### config.mk
export PLATFORM = sky130hd
export DESIGN_NAME = jtag_master
export DESIGN_NICKNAME = d
export VERILOG_FILES = /design/src/rtl/jtag_master.sv
export SDC_FILE = /design/constraint.sdc
export NUM_CORES = 1
export LEC_CHECK = 0
export ABC_AREA = 1
export CORE_UTILIZATION = 35
export CTS_CLUSTER_SIZE = 30
export DETAILED_ROUTE_END_ITERATION = 8
export SYNTH_ARGS = -nofsm -noshare
export SYNTH_HDL_FRONTEND = slang
export SYNTH_SLANG_ARGS = --single-unit
export TNS_END_PERCENT = 100
### constraint.sdc
create_clock -name clk_50_ -period 4.21 [get_ports clk_50_]
set_clock_uncertainty 0.15 [all_clocks]
set_input_delay 0.421 -clock clk_50_ [delete_from_list [all_inputs] [get_ports clk_50_]]
set_output_delay 0.421 -clock clk_50_ [all_outputs]
set_load 0.005 [all_outputs]
### src/rtl/jtag_master.sv
// JTAG TAP master: runs DR/IR scans and TAP resets from a single-command interface,
// generating tck from a clk_50_ divider and returning the captured TDO bits.
module jtag_master #(
  parameter int unsigned CLK_DIV = 4
) (
  input  logic        clk_50_,
  input  logic        rstn,
  input  logic        cmd_valid,
  output logic        cmd_ready,
  input  logic [1:0]  cmd_op,
  input  logic [5:0]  cmd_len,
  input  logic [31:0] cmd_data,
  output logic        rsp_valid,
  output logic [31:0] rsp_data,
  output logic        rsp_err,
  output logic        tck,
  output logic        tms,
  output logic        tdi,
  input  logic        tdo
);

  typedef enum logic [2:0] {StResetSeq, StIdle, StPre, StShift, StPost, StDone} state_e;

  localparam logic [7:0] DivLast = 8'(CLK_DIV - 1);
  localparam logic [7:0] DivDone = 8'(CLK_DIV - 2);

  state_e      state_q, state_d;
  logic [7:0]  div_q, div_d;
  logic [5:0]  cnt_q, cnt_d, len_q, len_d;
  logic [31:0] data_q, data_d, cap_q, cap_d, rsp_data_q, rsp_data_d;
  logic        ir_q, ir_d, err_q, err_d, pwr_q, pwr_d;
  logic        tck_q, tck_d, tms_q, tms_d, tdi_q, tdi_d, rsp_err_q, rsp_err_d;
  logic        accept, cmd_bad, half_tick, tail;
  logic [5:0]  cnt_inc, pre_len;

  assign cmd_ready = (state_q == StIdle) || (state_q == StDone);
  // The power-up reset sequence ends without a completion pulse.
  assign rsp_valid = (state_q == StDone) && !pwr_q;
  assign rsp_data  = rsp_data_q;
  assign rsp_err   = rsp_err_q;
  assign tck       = tck_q;
  assign tms       = tms_q;
  assign tdi       = tdi_q;

  always_comb begin
    state_d    = state_q;
    div_d      = div_q;
    cnt_d      = cnt_q;
    len_d      = len_q;
    data_d     = data_q;
    cap_d      = cap_q;
    rsp_data_d = rsp_data_q;
    rsp_err_d  = rsp_err_q;
    ir_d       = ir_q;
    err_d      = err_q;
    pwr_d      = pwr_q;
    tck_d      = tck_q;
    tms_d      = tms_q;
    tdi_d      = tdi_q;

    accept    = cmd_valid && cmd_ready;
    cmd_bad   = (cmd_op == 2'd3) || ((cmd_op != 2'd2) && ((cmd_len == 6'd0) || (cmd_len > 6'd32)));
    half_tick = (div_q == DivLast);
    cnt_inc   = cnt_q + 6'd1;
    pre_len   = ir_q ? 6'd4 : 6'd3;
    // Final low half-period after the last falling edge of a sequence.
    tail      = !tck_q && (((state_q == StPost) && (cnt_q == 6'd2)) ||
                           ((state_q == StResetSeq) && (cnt_q == 6'd6)));

    case (state_q)
      StIdle, StDone: begin
        if (state_q == StDone) begin
          state_d = StIdle;
          pwr_d   = 1'b0;
        end
        if (accept) begin
          ir_d    = (cmd_op == 2'd1);
          len_d   = cmd_len;
          data_d  = cmd_data;
          err_d   = cmd_bad;
          cap_d   = '0;
          div_d   = '0;
          cnt_d   = '0;
          tck_d   = 1'b0;
          tms_d   = !cmd_bad;
          tdi_d   = 1'b0;
          state_d = (cmd_op == 2'd2) ? StResetSeq : StPre;
        end
      end
      default: begin
        if ((state_q == StPre) && err_q) begin
          state_d    = StDone;
          rsp_data_d = '0;
          rsp_err_d  = 1'b1;
        end else if (tail) begin
          if (div_q >= DivDone) begin
            state_d    = StDone;
            rsp_data_d = cap_q;
            rsp_err_d  = 1'b0;
          end else begin
            div_d = div_q + 8'd1;
          end
        end else if (half_tick) begin
          div_d = '0;
          tck_d = !tck_q;
          if (!tck_q) begin
            cnt_d = cnt_inc;
            if (state_q == StShift) cap_d[cnt_q[4:0]] = tdo;
            if ((state_q == StPre) && (cnt_inc == pre_len)) begin
              state_d = StShift;
              cnt_d   = '0;
            end
            if ((state_q == StShift) && (cnt_inc == len_q)) begin
              state_d = StPost;
              cnt_d   = '0;
            end
          end else begin
            // Falling edge: present tms/tdi for the next rising edge.
            tdi_d = 1'b0;
            case (state_q)
              StResetSeq: tms_d = (cnt_q < 6'd5);
              StPre:      tms_d = ir_q ? (cnt_q < 6'd2) : (cnt_q == 6'd0);
              StShift: begin
                tms_d = (cnt_q == (len_q - 6'd1));
                tdi_d = data_q[cnt_q[4:0]];
              end
              default:    tms_d = (cnt_q == 6'd0);
            endcase
          end
        end else begin
          div_d = div_q + 8'd1;
        end
      end
    endcase
  end

  always_ff @(posedge clk_50_ or negedge rstn) begin
    if (!rstn) begin
      state_q    <= StResetSeq;
      div_q      <= '0;
      cnt_q      <= '0;
      len_q      <= '0;
      data_q     <= '0;
      cap_q      <= '0;
      rsp_data_q <= '0;
      rsp_err_q  <= 1'b0;
      ir_q       <= 1'b0;
      err_q      <= 1'b0;
      pwr_q      <= 1'b1;
      tck_q      <= 1'b0;
      tms_q      <= 1'b1;
      tdi_q      <= 1'b0;
    end else begin
      state_q    <= state_d;
      div_q      <= div_d;
      cnt_q      <= cnt_d;
      len_q      <= len_d;
      data_q     <= data_d;
      cap_q      <= cap_d;
      rsp_data_q <= rsp_data_d;
      rsp_err_q  <= rsp_err_d;
      ir_q       <= ir_d;
      err_q      <= err_d;
      pwr_q      <= pwr_d;
      tck_q      <= tck_d;
      tms_q      <= tms_d;
      tdi_q      <= tdi_d;
    end
  end

endmodule

* Word-level counts from Yosys, hierarchy flattened
Cells that the tools add are included.
** Word-level totals
- Register bits :: 126
- Input port bits :: 44
- Output and inout port bits :: 38
- Word-level logic and storage cells :: 147
** Cells by class
- $add $sub $neg :: 3
- Order comparisons :: 6
- Equality and inequality tests :: 23
- Mux-type cells :: 63
- Bitwise gates (word level) :: 1
- Reductions and logical operators :: 37
** Operators with widths (count)
- $mux W32 :: 10
- $mux W6 :: 8
- $mux W8 :: 6
- $mux W3 :: 11
- $bwmux W32 :: 1
- $mux W1 :: 23
- $reduce_and A5 Y1 :: 3
- $eq A6 B6 Y1 :: 2
- $logic_not A6 Y1 :: 2
- $logic_and A1 B1 Y1 :: 10
- $reduce_bool A2 Y1 :: 5
- $add A8 B1 Y8 const B :: 1
- $eq A8 B2 Y1 const B :: 1
- $ge A8 B2 Y1 const B :: 1
- $ne A4 B1 Y1 const B :: 2
- $add A6 B1 Y6 const B :: 1
- $eq A3 B2 Y1 const B :: 2
- $eq A3 B3 Y1 const B :: 2
- $eq A6 B2 Y1 const B :: 1
- $eq A6 B3 Y1 :: 1
- $eq A6 B3 Y1 const B :: 1
- $gt A6 B6 Y1 const B :: 1
- $lt A5 B6 Y1 const B :: 1
- $lt A6 B2 Y1 const B :: 1
- 25 further kinds :: 36

* Depth between registers and ports, before layout
Gate-level depths: netlist of the first run.
- Depth in word-level cells :: 11
- Depth in mapped cells :: 14
- Depth with buffers taken out :: 14

* Worst setup path before layout of the first run
No wires, ideal clock.
- Path type :: reg2reg
- Start :: reg cnt_q[0]
- End :: reg state_q[1]
- Setup time :: 0.117 ns
- Data arrival time :: 2.184 ns
- Data required time :: 3.943 ns
- Slack :: 1.759 ns
- Cell stages (with the launch flop) :: 13
- Buffers on the path :: 2
- Cell sequence :: dfrtp_1 -> inv_1 -> clkbuf_1 -> clkbuf_1 -> ha_1 -> xnor2_1 -> o21ai_0 -> nor2_1 -> nand2_1 -> nand4_1 -> nand2_1 -> nand2_1 -> nand2_1
** On the way
- Cells in the longest elaborated chain, start to end :: 9
** RTL lines
- from (decl) :: line 29 : logic [5:0] cnt_q, cnt_d, len_q, len_d;
- from (signal assigned) :: line 156 : cnt_q <= cnt_d;
- $add A6 B1 Y6 :: line 64 : cnt_inc = cnt_q + 6'd1;
- $eq A6 B6 Y1 :: line 113 : if ((state_q == StShift) && (cnt_inc == len_q)) begin
- $logic_and A1 B1 Y1 :: line 113
- $mux W3 :: line 113
- $mux W3 :: line 106 : if (!tck_q) begin
- $mux W3 :: line 103 : end else if (half_tick) begin
- $mux W3 :: line 95 : end else if (tail) begin
- $mux W3 :: line 91 : if ((state_q == StPre) && err_q) begin
- $mux W3 :: line 70 : case (state_q)
- to (signal assigned) :: line 139 : state_q <= StResetSeq;
- to (signal assigned) :: line 154 : state_q <= state_d;
- to (decl) :: line 27 : state_e state_q, state_d;
Parallel ways exist; a longest one is shown, timed or not. The select of a mux whose other input is x is not followed.
A chain may end at the register's enable or synchronous reset.

* Final worst setup path of the first run
- Start :: reg state_q[1]
- End :: out rsp_valid
** On the way
- Cells in the longest elaborated chain, start to end :: 2
** RTL lines
- $eq A3 B3 Y1 :: line 38 : assign rsp_valid = (state_q == StDone) && !pwr_q;
- $logic_and A1 B1 Y1 :: line 38
- to (decl) :: line 13 : output logic rsp_valid,
No other way between the ends.

==> flow_summary.toml, run 1 <==
[sta]
worst_slew_pin_slew_ns = 1.08
final_max_slew_viol_count = 0
fmax_ghz = 0.323
relSlewSlack = 0.278
holdWs_ns = 0.314
period_minus_slack_ns = 3.10
rsz0062_at_grt = "false"
fin_tns_setup_ns = 0
min_period_over_period = 0.736
hold_violations = 0
setup_viol = 0

[final_layout]
syn_to_final_growth_pct = 23.4
nFillCells = 1846
final_layout_size_suffix_gt1_frac = 0.0700
fin_util = 0.447
antenna_cells = 0
nets = 982

[detailed_routing]
vias_per_cell = 4.82
wire_per_inst_um = 13.8
firstDrtPassIters = 9
vias = 5653
first_iter_violations = 438
wl_mm = 16.1
drc_errors = 7
ant_nets = 0

[logic_synthesis]
synth_flop_cell = "dfrtp_1"
yosys.area.top_type = "dfrtp_1"
synth_seq_cells = 126
netlist_top_cells_count = "311 x nand2_1, 124 x dfrtp_1, 88 x nor2_1"
ys_types = 33
seq_area_frac_synth = 0.481
synth_edf_count = 0
synthMostInstantiatedCell = "nand2_1"
yosysTopAreaCellShare = 0.473
ys_warn_count = 0
avgSynthCellArea_um2 = 7.65
synthMuxAreaShare = 0
synth_nets = 910
synth_xor_area_frac = 0.0107
synth_area_um2 = 6570
synthSimpleGateAreaFrac = 0.303
synth_cells = 858
synth_compound_area_frac = 0.119
synthAdderAreaFrac = 0.0152
synth_top_family_by_area = "simple AND/OR/NAND/NOR gates"
synth_area_leaders = "dfrtp_1 47%, nand2_1 18%, o21ai_0 5.8%"
async_reset_ff_frac = 1.00

[die]
chipWidth_um = 139
start_util = 0.362
core_um2 = 18100
die_area_um2 = 19300
num_rows = 49
ios = 82
die_y_um = 139

[cts]
cts_sinks = 126
cts_buffers = 17
clk_latency_ns = 0.42
clk_pin_slew_worst_paths_ns = 0.06
clockBufferDepth = 2
cts_tree = "built"
root_buffer = "clkbuf_16"
postCtsResizedCells = 0
htreeDepth = 4

[setup_path]
rr_startpoint = "cnt_q[1]"
crit_path_cell_trace = "nor2_4, inv_1, nor3_1, clkdlybuf4s50_1"
required_ns = 3.64
r2r_cells = 10
crit_family = "buffers and inverters"
setup.worst_path.end_class = "output pin"
r2r_end = "state_q[2]"
crit_buf_inv = 2
ff2ff_setup_slack_ns = 1.44
critPathKind = "flop to output pin"
cp-start-kind = "flop"
slowest_stage = "clkdlybuf4s50_1"
worstPathArrival_ns = 2.53
slowest_delay_ns = 0.55
crit_fanout = 39

[placed_design]
hpwl_mm = 11.2
io_buffers = 81
routabilityCongestion = 0.893

[min_path]
worst_hold_path_type = "flop to flop"
min_to = "data_q[17]"
whs_path_depth = 2
hold_path.startpoint = "data_q[17]"

[power_and_ir_drop]
p_per_area_nw_per_um2 = 343
vdd_drop_max_uv = 270
power_uw = 2780
leakage_uw = 0.00397

[run_status]
violations = "design-rule violations"
status = "finished, violations left"

[global_routing]
grt_util_all_layers = 0.176
antenna_found_initial = 0
grt_max_degree = 67
grt_pass1_wl_mm = 26.8
gr-total-overflow = 0
grt_pass1_vias = 5212

[job]
drv_cap = 0
worst min-delay path, cell delays in order (launching register included):
cell and delay, ns:
dfrtp_1 0.33, nand2_1 0.05, nand2_1 0.05
stage by stage:
| step | instance area (µm²) | setup WS [ns] | std cells |
|---|---|---|---|
| after CTS | 8100 | 1.08 | 1172 |
| after floorplan | 6570 | 1.76 | 858 |
| after global routing | 8100 | 0.847 | 1172 |
| after global placement | 7520 | 1.50 | 1139 |
| final | 8100 | 1.11 | 1172 |
| after detailed placement | 7520 | 1.43 | 1139 |
repair_timing:
action / CTS / global route
setup buffers: 0 / 0
endpoints found under the hold margin: 7 / 0
hold buffers: 1 / 0
cells in the final DEF (no fill, tap or decap), drive strengths merged:
master / n
clkinvlp: 6
xnor2: 3
nand2: 315
nor4: 1
bufinv: 1
o211ai: 1
clkbuf: 20
o21ai: 76
nand3b: 2
or2: 1
dlygate4sd3: 1
a22o: 32
nand3: 59
o21a: 2
buf: 11
ha: 8
nor3: 7
xor2: 5
nor2: 93
clkinv: 4
a21oi: 6
o31ai: 1
nand4: 7
inv: 66
dfstp: 2
dfrtp: 124
o22ai: 9
clkdlybuf4s50: 80
layout make-up:
cell class / instances / area (µm²) / area share
inverter: 65 / 244 / 0.0301
sequential: 126 / 3160 / 0.389
clock inverter: 12 / 111 / 0.0137
multi-input combinational: 628 / 2950 / 0.364
clock buffer: 20 / 467 / 0.0576
timing repair buffer: 92 / 893 / 0.110
tap: 229 / 287 / 0.0354
report_power, final:
group	switching, µW	leakage (µW)	internal (µW)
clock	558	0.000267	860
combinational	63.6	0.00202	55.5
sequential	13.7	0.00168	1230
total	636	0.00397	2150
logic make-up after synthesis:
family          count (synthesis)
compound gates                127
xor+xnor                        8
fa+ha+maj                       8
buf+inv                       104
flops                         126
simple gates                  485
state kept, by name, indices dropped and copies added (netlist names):
signal / cells
cap_q: 32
cnt_q: 6
data_q: 32
div_q: 8
err_q: 1
ir_q: 1
len_q: 6
pwr_q: 1
rsp_data: 32
rsp_err: 1
state_q: 3
tck: 1
tdi: 1
tms: 1
metal layers:
| layer | routed length (µm) | global-route usage |
|---|---|---|
| met1 | 8000 | 0.248 |
| met5 | 0 | 0 |
| met4 | 310 | 0.0655 |
| met2 | 7220 | 0.266 |
| met3 | 614 | 0.0359 |
worst max path at each step:
stage / cells past startpoint / startpoint / slack (ns) / end
6_report: 4 / state_q[1] / 1.11 / rsp_valid
4_1_cts: 4 / state_q[1] / 1.08 / rsp_valid
3_3_place_gp: 8 / cnt_q[1] / 1.50 / rsp_data[24]
3_5_place_dp: 8 / cnt_q[1] / 1.43 / rsp_data[27]
5_1_grt: 5 / state_q[0] / 0.85 / rsp_valid
2_1_floorplan: 12 / cnt_q[0] / 1.76 / state_q[1]
Power figures use the tool's default switching activity.
==> inputs of run 2 (changes only) <==
- clock period: 4.21 -> 3.25 ns (I/O delays scaled with it)
==> run 2 against run 1 <==
The flow still finishes with violations (design-rule violations). Die area unchanged. Combinational power up 34%. Hold slack lost 0.023 ns. First-iteration DRC count grew 5.3%. Non-clock buffer count rose by 4. Sequential power grew 30%. Wire length increased by 0.14%. Largest cell class unchanged. Highest routed layer unchanged.
==> flow_summary.toml, run 2 (same netlist as run 1, synthesis figures left out) <==
[sta]
min_period_over_period = 0.779
period_minus_slack_ns = 2.53
fin_tns_setup_ns = 0
final_max_slew_viol_count = 0
setup_viol = 0
hold_violations = 0
relSlewSlack = 0.531
holdWs_ns = 0.291
worst_slew_pin_slew_ns = 0.704
setup_ws_ns = 0.717
fmax_ghz = 0.395
rsz0062_at_grt = "false"

[detailed_routing]
vias_per_cell = 4.84
ant_nets = 0
firstDrtPassIters = 9
vias = 5695
drc_errors = 5
wire_per_inst_um = 13.7
wl_mm = 16.2
first_iter_violations = 461

[power_and_ir_drop]
clockPowerShare = 0.511
netSwitchingFraction = 0.230
combinationalPowerShare = 0.044
netSwitchingPower_uw = 834
vdd_drop_max_uv = 360
p_per_area_nw_per_um2 = 446
power_frac_seq = 0.445
power.internal_uw = 2800
power_uw = 3630
leakage_uw = 0.00400

[global_routing]
grt_pass1_vias = 5269
grt_util_all_layers = 0.178
grt_max_degree = 65
grt_pass1_wl_mm = 27.3
antenna_found_initial = 0
gr-total-overflow = 0

[setup_path]
setup.worst_path.end_class = "flop"
required_ns = 3.40
worstPathArrival_ns = 2.68
crit_fanout = 13
critPathKind = "flop to flop"
cp-start-kind = "flop"

[final_layout]
final_layout_size_suffix_gt1_frac = 0.0729
antenna_cells = 0
nets = 986
layout_common_cells = "311 x nand2_1, 124 x dfrtp_1, 86 x nor2_1"
fin_cells = 1176
syn_to_final_growth_pct = 24.0
layout_commonest_cell = "nand2_1"
nFillCells = 1845

[cts]
htreeDepth = 4
cts_buffers = 17
root_buffer = "clkbuf_16"
cts_tree = "built"
postCtsResizedCells = 0
clk_latency_ns = 0.42
cts_sinks = 126
clockBufferDepth = 2
cts_setup_buffers = 0
clk_pin_slew_worst_paths_ns = 0.06
hold_buffers = 1

[placed_design]
routabilityCongestion = 0.908
hpwl_mm = 11.4
io_buffers = 81
dp.cells = 1143
pre_cts_ws_ns = 0.726

[die]
die_area_um2 = 19300
start_util = 0.362
core_um2 = 18100
num_rows = 49
ios = 82
chipWidth_um = 139
die_y_um = 139

[job]
drv_cap = 0

[min_path]
worst_hold_path_type = "input port to flop"

[run_status]
status = "finished, violations left"
violations = "design-rule violations"
==> run 2: metrics by stage <==
step,util,cell area [µm²]
floorplan,-,6570
global placement,0.417,7560
detailed placement,0.417,7560
CTS,0.449,8140
global route,0.449,8140
finish,0.449,8140
==> run 2: worst paths after layout <==
kind	startpoint	end	slack, ns	cells past startpoint
min	cmd_data[24]	data_q[24]	0.29	3
max in group asynchronous	rstn	data_q[31]	1.82	3
min reg2reg	tms	tms	0.32	2
max	cnt_q[1]	state_q[0]	0.72	10
max reg2reg	cnt_q[1]	state_q[0]	0.72	10
min in group asynchronous	rstn	rsp_data[6]	0.36	2
==> run 2: routing by layer <==
metal / track usage / vias to the layer above / wire (µm)
li1: - / 2942 / -
met2: 0.260 / 109 / 7100
met4: 0.0556 / 0 / 213
met1: 0.262 / 2631 / 8270
met3: 0.0359 / 13 / 585
met5: 0 / - / 0
==> run 2: power by group through the flow <==
| stage | clock [µW] | sequential (µW) | combinational (µW) |
|---|---|---|---|
| 2_1_floorplan | 0 | 1640 | 54.3 |
| 3_3_place_gp | 0 | 1640 | 160 |
| 3_5_place_dp | 0 | 1640 | 162 |
| 4_1_cts | 1890 | 1620 | 163 |
| 5_1_grt | 1960 | 1620 | 180 |
| 6_report | 1860 | 1620 | 159 |
==> run 2: final cells by class <==
type	count	area (µm²)	share of cell area
well taps	229	287	0.0352
inverters	65	244	0.0300
multi-input cells	628	2950	0.362
clock inverters	14	144	0.0177
clock buffers	18	429	0.0527
repair buffers	96	936	0.115
flip-flops and latches	126	3160	0.388
==> run 2: worst max-delay path: stages, from the launching register on <==
cell     delay (ns)
dfrtp_1        0.57
inv_1          0.29
ha_1           0.40
xnor2_1        0.20
o21ai_0        0.12
nor2_1         0.17
nand2_1        0.13
nand4_1        0.16
nand2_1        0.11
nand2_1        0.07
nand2_1        0.05
